### src/rtl/fitbit_pkg.sv
// Shared definitions for the fitness-tracker display scheduler.
//   page_t        : display page encodings (STEPS / DISTANCE / MODE)
//   conv_state_t  : binary-to-BCD request sequencer states
//   BCD_OFLOW     : digits shown when the step counter has overflowed
//   DOT_MASK      : decimal-point enable indexed by page
//   next_page()   : page rotation order
//   dist_bcd()    : half-unit distance to two BCD digits (x.0 / x.5)
package fitbit_pkg;

    typedef enum logic [1:0] {
        PG_STEPS = 2'd0,
        PG_DIST  = 2'd1,
        PG_MODE  = 2'd2
    } page_t;

    typedef enum logic [1:0] {
        CS_IDLE = 2'd0,
        CS_REQ  = 2'd1,
        CS_WAIT = 2'd2
    } conv_state_t;

    localparam logic [15:0] BCD_OFLOW = 16'h9999;

    // Bit n set = decimal point lit on page n; only DISTANCE has one.
    localparam logic [3:0] DOT_MASK = 4'b0010;

    function automatic page_t next_page(input page_t p);
        case (p)
            PG_STEPS: next_page = PG_DIST;
            PG_DIST:  next_page = PG_MODE;
            default:  next_page = PG_STEPS;
        endcase
    endfunction

    // Integer part saturates at 9 so the digit stays a legal BCD code.
    function automatic logic [15:0] dist_bcd(input logic [4:0] d);
        logic [3:0] whole;
        whole    = (d[4:1] > 4'd9) ? 4'd9 : d[4:1];
        dist_bcd = {8'h00, whole, d[0] ? 4'd5 : 4'd0};
    endfunction

endpackage

### src/rtl/fitbit_conv_seq.sv
// Binary-to-BCD converter request sequencer.
// Waits REFRESH_CYCLES in IDLE, issues a one-cycle conv_start with the
// step count latched on conv_bin, then waits up to TIMEOUT_CYCLES for
// conv_done. A result is kept in steps_bcd; a timeout pulses conv_err and
// leaves the previous result in place.
// Ports:
//   clk, rst_n   clock, synchronous active-low reset
//   steps        binary step count to convert
//   conv_done    converter completion strobe (only honoured in WAIT)
//   conv_bcd     converter result, valid with conv_done
//   conv_start   one-cycle request (high while in REQ)
//   conv_bin     operand, stable from conv_start until done/abort
//   conv_err     one-cycle pulse on timeout
//   steps_bcd    last successfully converted step count
module fitbit_conv_seq
    import fitbit_pkg::*;
#(
    parameter int REFRESH_CYCLES = 64,
    parameter int TIMEOUT_CYCLES = 32
) (
    input  logic        clk,
    input  logic        rst_n,
    input  logic [13:0] steps,
    input  logic        conv_done,
    input  logic [15:0] conv_bcd,
    output logic        conv_start,
    output logic [13:0] conv_bin,
    output logic        conv_err,
    output logic [15:0] steps_bcd
);

    localparam int REF_W = $clog2(REFRESH_CYCLES + 1);
    localparam int TO_W  = $clog2(TIMEOUT_CYCLES + 1);

    conv_state_t      state;
    logic [REF_W-1:0] ref_cnt;
    logic [TO_W-1:0]  to_cnt;

    always_ff @(posedge clk) begin
        if (!rst_n) begin
            state      <= CS_IDLE;
            ref_cnt    <= '0;
            to_cnt     <= '0;
            conv_start <= 1'b0;
            conv_bin   <= '0;
            conv_err   <= 1'b0;
            steps_bcd  <= '0;
        end else begin
            conv_start <= 1'b0;
            conv_err   <= 1'b0;
            case (state)
                CS_IDLE: begin
                    if (ref_cnt == REF_W'(REFRESH_CYCLES - 1)) begin
                        // Registered outputs: start and operand appear
                        // together in the REQ cycle.
                        state      <= CS_REQ;
                        conv_start <= 1'b1;
                        conv_bin   <= steps;
                        ref_cnt    <= '0;
                    end else begin
                        ref_cnt <= ref_cnt + REF_W'(1);
                    end
                end
                CS_REQ: begin
                    state  <= CS_WAIT;
                    to_cnt <= '0;
                end
                CS_WAIT: begin
                    // Done is tested first so it wins over a simultaneous timeout.
                    if (conv_done) begin
                        steps_bcd <= conv_bcd;
                        state     <= CS_IDLE;
                        ref_cnt   <= '0;
                    end else if (to_cnt == TO_W'(TIMEOUT_CYCLES - 1)) begin
                        conv_err <= 1'b1;
                        state    <= CS_IDLE;
                        ref_cnt  <= '0;
                    end else begin
                        to_cnt <= to_cnt + TO_W'(1);
                    end
                end
                default: begin
                    state   <= CS_IDLE;
                    ref_cnt <= '0;
                end
            endcase
        end
    end

endmodule

### src/rtl/fitbit_display_sched.sv
// Display scheduler: rotates the 4-digit display through STEPS, DISTANCE
// and MODE pages, runs the converter sequencer, and registers the BCD word
// and decimal point for the segment driver.
// Ports:
//   CLK, RST_N           clock, synchronous active-low reset
//   MODE, STEPS,
//   DISTANCE, OFLOW      data sources from the step tracker
//   HOLD                 1 = freeze page rotation
//   CONV_START/CONV_BIN  request + operand to binary-to-BCD converter
//   CONV_DONE/CONV_BCD   converter completion + result
//   BCD, DOT             registered digits and decimal point
//   PAGE                 current page (0=STEPS 1=DISTANCE 2=MODE)
//   CONV_ERR             one-cycle converter timeout pulse
module fitbit_display_sched
    import fitbit_pkg::*;
#(
    parameter int DWELL_CYCLES   = 200000000,
    parameter int REFRESH_CYCLES = 64,
    parameter int TIMEOUT_CYCLES = 32
) (
    input  logic        CLK,
    input  logic        RST_N,
    input  logic [1:0]  MODE,
    input  logic [13:0] STEPS,
    input  logic [4:0]  DISTANCE,
    input  logic        OFLOW,
    input  logic        HOLD,
    output logic        CONV_START,
    output logic [13:0] CONV_BIN,
    input  logic        CONV_DONE,
    input  logic [15:0] CONV_BCD,
    output logic [15:0] BCD,
    output logic        DOT,
    output logic [1:0]  PAGE,
    output logic        CONV_ERR
);

    localparam int DW_W = $clog2(DWELL_CYCLES);

    page_t           page;
    logic [DW_W-1:0] dwell_cnt;
    logic [15:0]     steps_bcd;

    fitbit_conv_seq #(
        .REFRESH_CYCLES(REFRESH_CYCLES),
        .TIMEOUT_CYCLES(TIMEOUT_CYCLES)
    ) u_conv_seq (
        .clk       (CLK),
        .rst_n     (RST_N),
        .steps     (STEPS),
        .conv_done (CONV_DONE),
        .conv_bcd  (CONV_BCD),
        .conv_start(CONV_START),
        .conv_bin  (CONV_BIN),
        .conv_err  (CONV_ERR),
        .steps_bcd (steps_bcd)
    );

    // Page rotation; HOLD simply stalls the dwell counter so release
    // resumes from the held count.
    always_ff @(posedge CLK) begin
        if (!RST_N) begin
            page      <= PG_STEPS;
            dwell_cnt <= '0;
        end else if (!HOLD) begin
            if (dwell_cnt == DW_W'(DWELL_CYCLES - 1)) begin
                dwell_cnt <= '0;
                page      <= next_page(page);
            end else begin
                dwell_cnt <= dwell_cnt + DW_W'(1);
            end
        end
    end

    assign PAGE = page;

    // Output registers follow the page/source with one cycle of latency.
    always_ff @(posedge CLK) begin
        if (!RST_N) begin
            BCD <= '0;
            DOT <= 1'b0;
        end else begin
            DOT <= DOT_MASK[page];
            case (page)
                PG_STEPS: BCD <= OFLOW ? BCD_OFLOW : steps_bcd;
                PG_DIST:  BCD <= dist_bcd(DISTANCE);
                PG_MODE:  BCD <= {14'b0, MODE};
                default:  BCD <= '0;
            endcase
        end
    end

endmodule
### config.mk
export PLATFORM = sky130hd
export DESIGN_NAME = fitbit_display_sched
export DESIGN_NICKNAME = d
export VERILOG_FILES = /design/src/rtl/fitbit_pkg.sv /design/src/rtl/fitbit_conv_seq.sv /design/src/rtl/fitbit_display_sched.sv
export SDC_FILE = /design/constraint.sdc
export NUM_CORES = 1
export LEC_CHECK = 0
export CAP_MARGIN = 15
export CORE_AREA = 5 5 97 99
export DETAILED_ROUTE_END_ITERATION = 16
export DIE_AREA = 0 0 102 104
export PLACE_DENSITY = 0.74
export SLEW_MARGIN = 20
export SYNTH_ARGS = -nofsm -noshare
export SYNTH_HDL_FRONTEND = slang
export SYNTH_HIERARCHICAL = 1
export SYNTH_SLANG_ARGS = --single-unit
### constraint.sdc
create_clock -name CLK -period 1.9 [get_ports CLK]
set_input_delay 0.38 -clock CLK [delete_from_list [all_inputs] [get_ports CLK]]
set_output_delay 0.38 -clock CLK [all_outputs]
set_load 0.02 [all_outputs]
* Word level (Yosys, flattened, before mapping)
Cells that the tools add are included.
** Storage, ports and cells
- Output and inout port bits :: 35
- Register bits after elaboration :: 94
** Cells by class
- $add $sub $neg :: 3
- Multiplexer cells :: 21
- Equality and inequality tests :: 11
- Reduce and logical (&&, ||, !) cells :: 11
- Bitwise operators :: 4
- Order comparisons :: 2
** Operators with widths (count)
- 16-bit one-hot mux with 3 select lines :: 1
- 28-bit by 1-bit adder with 28-bit output (second input constant) :: 1
- 28-bit equality test (second input constant) :: 1
- 28-bit 2-to-1 mux :: 1
- 7-bit 2-to-1 mux :: 3
- 7-bit one-hot mux with 3 select lines :: 1
- 16-bit 2-to-1 mux :: 1
- 6-bit 2-to-1 mux :: 2
- 6-bit one-hot mux with 2 select lines :: 1
- 2-bit AND reduction :: 6
- 7-bit by 1-bit adder with 7-bit output (second input constant) :: 1
- 7-bit by 6-bit equality test with 1-bit output (second input constant) :: 1
- 6-bit by 1-bit adder with 6-bit output (second input constant) :: 1
- 6-bit by 5-bit equality test with 1-bit output (second input constant) :: 1
- 2-bit 2-to-1 mux :: 3
- 2-bit one-hot mux with 3 select lines :: 1
- 2-bit by 1-bit equality test with 1-bit output (second input constant) :: 2
- 2-bit equality test (second input constant) :: 2
- 4-bit > comparator (second input constant) :: 1
- 2-bit zero test :: 2
- 4-bit 2-to-1 mux :: 1
- 2-bit != test (second input constant) :: 2
- 1-bit inverter :: 4
- 2-bit one-hot mux with 2 select lines :: 1
- other kinds (9) :: 11

* Depth between registers and ports, before layout
- Word-level depth :: 4
- Gate-level depth with buffers :: 8

* Modules after synthesis
Netlist, hierarchy kept.
** Modules (own cells, without submodules)
- fitbit_display_sched :: cells an instance 217, area an instance 1914.3 µm², instances 1
- fitbit_conv_seq :: cells an instance 208, area an instance 1849.3 µm², instances 1

* Least setup slack after synthesis
No wires, ideal clock.
- Path kind :: register to register
- Start point :: register dwell_cnt[0]
- End point :: register dwell_cnt[27]
- Setup slack :: 63 ps
- Data arrival time :: 1723 ps
- Library setup time :: 115 ps
- Stages on the path, launching flop included :: 9
- Data required time :: 1785 ps
- Buffers on the path :: 2
- Cells stage by stage :: dfxtp_1 > ha_1 > nor2b_1 > nand4_1 > or4_1 > buf_2 > nand2_4 > buf_6 > nor2_1
** On the way
- Word-level cells in the longest chain between the ends :: 2
- Elaborated cells on any way between the ends :: 3
- Classes of those cells :: add/sub (1); eq/ne (1); mux (1)
** RTL lines
- from (decl) :: RTL line fitbit_display_sched.sv:41 : logic [DW_W-1:0] dwell_cnt;
- from (signal assigned) :: RTL line fitbit_display_sched.sv:70 : dwell_cnt <= dwell_cnt + DW_W'(1);
- 28-bit by 1-bit adder with 28-bit output or 28-bit equality test (tied branches) :: RTL line fitbit_display_sched.sv:70, fitbit_display_sched.sv:66
- 28-bit 2-to-1 mux (*) :: RTL line fitbit_display_sched.sv:66 : if (dwell_cnt == DW_W'(DWELL_CYCLES - 1)) begin
Every way passes the cells marked *; elsewhere a longest branch is shown, timed or not.
A chain may end at the register's enable or synchronous reset.

==> metrics.txt <==
outcome completed; synthesized area 3764 µm²; clk_skew 0.01246 ns; routed len/inst 13.82 µm; TritonCTS clock tree yes; Post-Synth XOR/XNOR Area 6.051%; post-synthesis compound-gate area fraction under 10%; Final Util 60.12%; antenna violations before repair 0; DR DRC count 0; HPWL after detailed placement 6.391 mm; synthesized area per cell 8.856 µm²; Cells after Synth 425; Layout Area Growth over Synthesis 35.24%; Synth Area in Simple Gates 26.30%; ant diodes 0; core area 8466 µm²; Post-Place Cells 626; Worst VDD drop ~0.00037 V; WP data arrival about 2.1 ns; power per cell area 685.6 nW/µm²; # clock sinks between 90 and 100; input/output buffers 76; synth unique cells 48; Tcrit/Tclk final 95.92%; Min Clock Period, post-route 1.822 ns; Rows 34; synth warn 6; final setup vio count 0; largest family of logic cells by synthesized area simple AND/OR/NAND/NOR gates; layout cells sized above 1 11.96%; largest net degree at the start of global routing 31; slowest cell on the critical path clkdlybuf4s50_1; worst path cell trace clkdlybuf4s50_1, buf_4, and4b_1, nand3_1, buf_4, nor4_1, xnor2_1, nor2_1; Starting DRT DRC Count 97; GRT overflow 0; Worst setup SP type input port; Hold Startpoint u_conv_seq/steps_bcd[15]; worst hold path type register to register; count of final hold-check violations 0; Worst Setup SP HOLD; via/cell ratio 5.023; Post-CTS Setup Repair Bufs 0; DR vias ~3200; worst r2r src dwell_cnt[1]; Antenna Nets Post-Route 0; global-route wire length before repair 14.92 mm; CTS Buf Count 9; FMAX roughly 550 MHz; overall routed net length 8.888 mm; WS Path Type input port to register; fraction of the yosys area taken by sequential cells 50.00%; critical path's largest stage delay 0.46 ns; fin cells between 600 and 700; TritonRoute pass-1 iters 4; Die Ht 104 µm; die area around 11000 µm²; root buffer cell clkbuf_8; Final Wtd Congestion 0.7468; chip width around 100 µm; FF+latch count, synth 94; vias in the first global route 3258; CP Max Fanout 5; Worst setup EP type register; Worst EP required 2.15 ns; Pleak 1.826 nW; IO Count 77; pre-CTS setup slack -0.4310 ns; Worst-Skew Late Latency 0.36 ns; nets 575; RSZ-0062 raised after global routing no; R2R Setup Slk between 0.1 and 0.15 ns; CP dominant cell by count buf_4; worst-margin pin slew 0.4755 ns; maxcap violations 0; Max Buffers Root-to-Sink 2; Final WS setup 0.07750 ns; GRT Util Overall 17.29%; max_slew headroom ~68%; Starting Density 44.46%; Mapped Nets 470; H-tree Lvls 3; Clock Pin Slew Worst Setup and Hold Paths 0.10 ns; post-synthesis adder-cell area fraction 0.9973%; mux cell area share after synthesis between 4 and 5%; Power Total 3.490 mW; Final Max Slew Viols 0
[placed cells by master, fill, tap and decap left out, types with 2 or more instances in the layout]
cell type	count
nand3_1	15
a21oi_1	24
and2_1	10
dfxtp_1	92
and4b_1	2
nand2_4	2
nand2_1	53
nand4_1	4
nor4_1	8
and3_1	4
a22o_1	2
nor2_1	69
nor2b_1	2
clkinv_4	3
nor3_1	7
a22oi_1	3
buf_12	2
o21ai_0	15
dfxtp_2	2
xnor2_1	20
clkdlybuf4s50_1	75
xor2_1	6
a31oi_1	2
mux2i_1	16
buf_4	31
inv_6	3
nor3b_1	2
or3_1	4
nand2b_1	4
nand3b_1	2
ha_1	2
o21ai_1	2
inv_1	10
clkbuf_8	9
and4_1	4
[power breakdown]
| part | switching (mW) | internal (mW) |
|---|---|---|
| sequential | 0.0129 | 1.99 |
| clock | 0.765 | 0.506 |
| combinational | 0.0916 | 0.125 |
[metal layers]
metal / GRT usage, % / vias up / part of all wire [%] / wire length, µm
met5: 0 / - / 0 / 0
met4: 4.967 / 0 / 0.96 / 85
met3: 6.237 / 11 / 6.2 / 551
met2: 28.51 / 57 / 49 / 4389
met1: 20.99 / 1510 / 43 / 3861
li1: - / 1652 / - / -
[per-stage QoR]
stage	hold WS (ns)	TNS, ns	instance area (µm²)
2_1_floorplan	0.4296	0	3764
3_3_place_gp	0.4364	-10.34	4851
3_5_place_dp	0.4423	-11.39	4851
4_1_cts	0.4622	0	5055
5_1_grt	0.4819	0	5090
6_report	0.4599	0	5090
[cell type report]
cell class                      count  area [µm²]
Clock inverter                      7       63.81
Sequential cell                    94        1884
Timing Repair Buffer              110        1044
Clock buffer                        9       123.9
Inverter                           10       37.54
Tap cell                          108       135.1
Fill cell                         730        3376
Multi-Input combinational cell    305        1802
[cells by family (layout without fill, tap and decap cells)]
| group | Yosys count | after routing |
|---|---|---|
| compound gates | 57 | 57 |
| xor+xnor | 26 | 26 |
| fa+ha+maj | 3 | 3 |
| buf+inv | 27 | 136 |
| flops | 94 | 94 |
| mux | 16 | 16 |
| simple gates | 202 | 203 |
[what timing repair did]
item	4_1_cts	5_1_grt
hold buffers	0	0
resized for setup	4	10
setup endpoints to repair	28	14
pin swaps	2	3
gates cloned	1	0
[flip-flops by register name, summed over array words and instances, names as in the netlist, 2 cells and up]
name,count
u_conv_seq/conv_bin,14
u_conv_seq/steps_bcd,16
u_conv_seq/to_cnt,6
dwell_cnt,28
BCD,16
PAGE,2
u_conv_seq/state,2
u_conv_seq/ref_cnt,7
[final timing paths]
path | endpoint | cells past startpoint
worst max-delay path | dwell_cnt[25] | 8
worst min-delay path | u_conv_seq/steps_bcd[15] | 2
worst max register to register | PAGE[1] | 7
worst min register to register | u_conv_seq/steps_bcd[15] | 2
[synthesized netlist by cell type, drive strengths merged]
library cell  count  share of area [%]
a31oi             2               0.33
nand4b            1               0.23
nor4              9                1.9
and3b             1               0.23
a22oi             3               0.60
nor3b             2               0.40
a2111oi           1               0.23
nor3              8                1.1
or3               4               0.66
a211oi            1               0.20
nand4             4               0.66
and2             10                1.7
xor2              6                1.4
o31a              1               0.23
nand2b            4               0.66
and4b             2               0.53
a311oi            1               0.23
nor2b             3               0.50
or2               2               0.33
mux2i            16                4.3
or4               1               0.20
inv              10                1.0
nor4b             1               0.23
or3b              1               0.30
and3              4               0.66
clkbuf           12                1.2
a21oi            25                3.6
xnor2            20                4.7
o311ai            1               0.23
nor2             69                6.9
a22o              2               0.47
o21a              1               0.20
and4              4               0.93
ha                3                1.0
dfxtp            94                 50
nand3            16                2.3
nand2            54                5.6
nand3b            2               0.40
o32ai             1               0.23
a21boi            1               0.20
buf               5                1.2
o21ai            17                2.3
[critical path: cells and delay by family]
| kind | cells | cell delay [ns] |
|---|---|---|
| buffers and inverters | 3 | 0.82 |
| AND/OR/NAND/NOR | 4 | 0.71 |
| XOR/XNOR | 1 | 0.16 |
(Power assumes the default switching activity.)
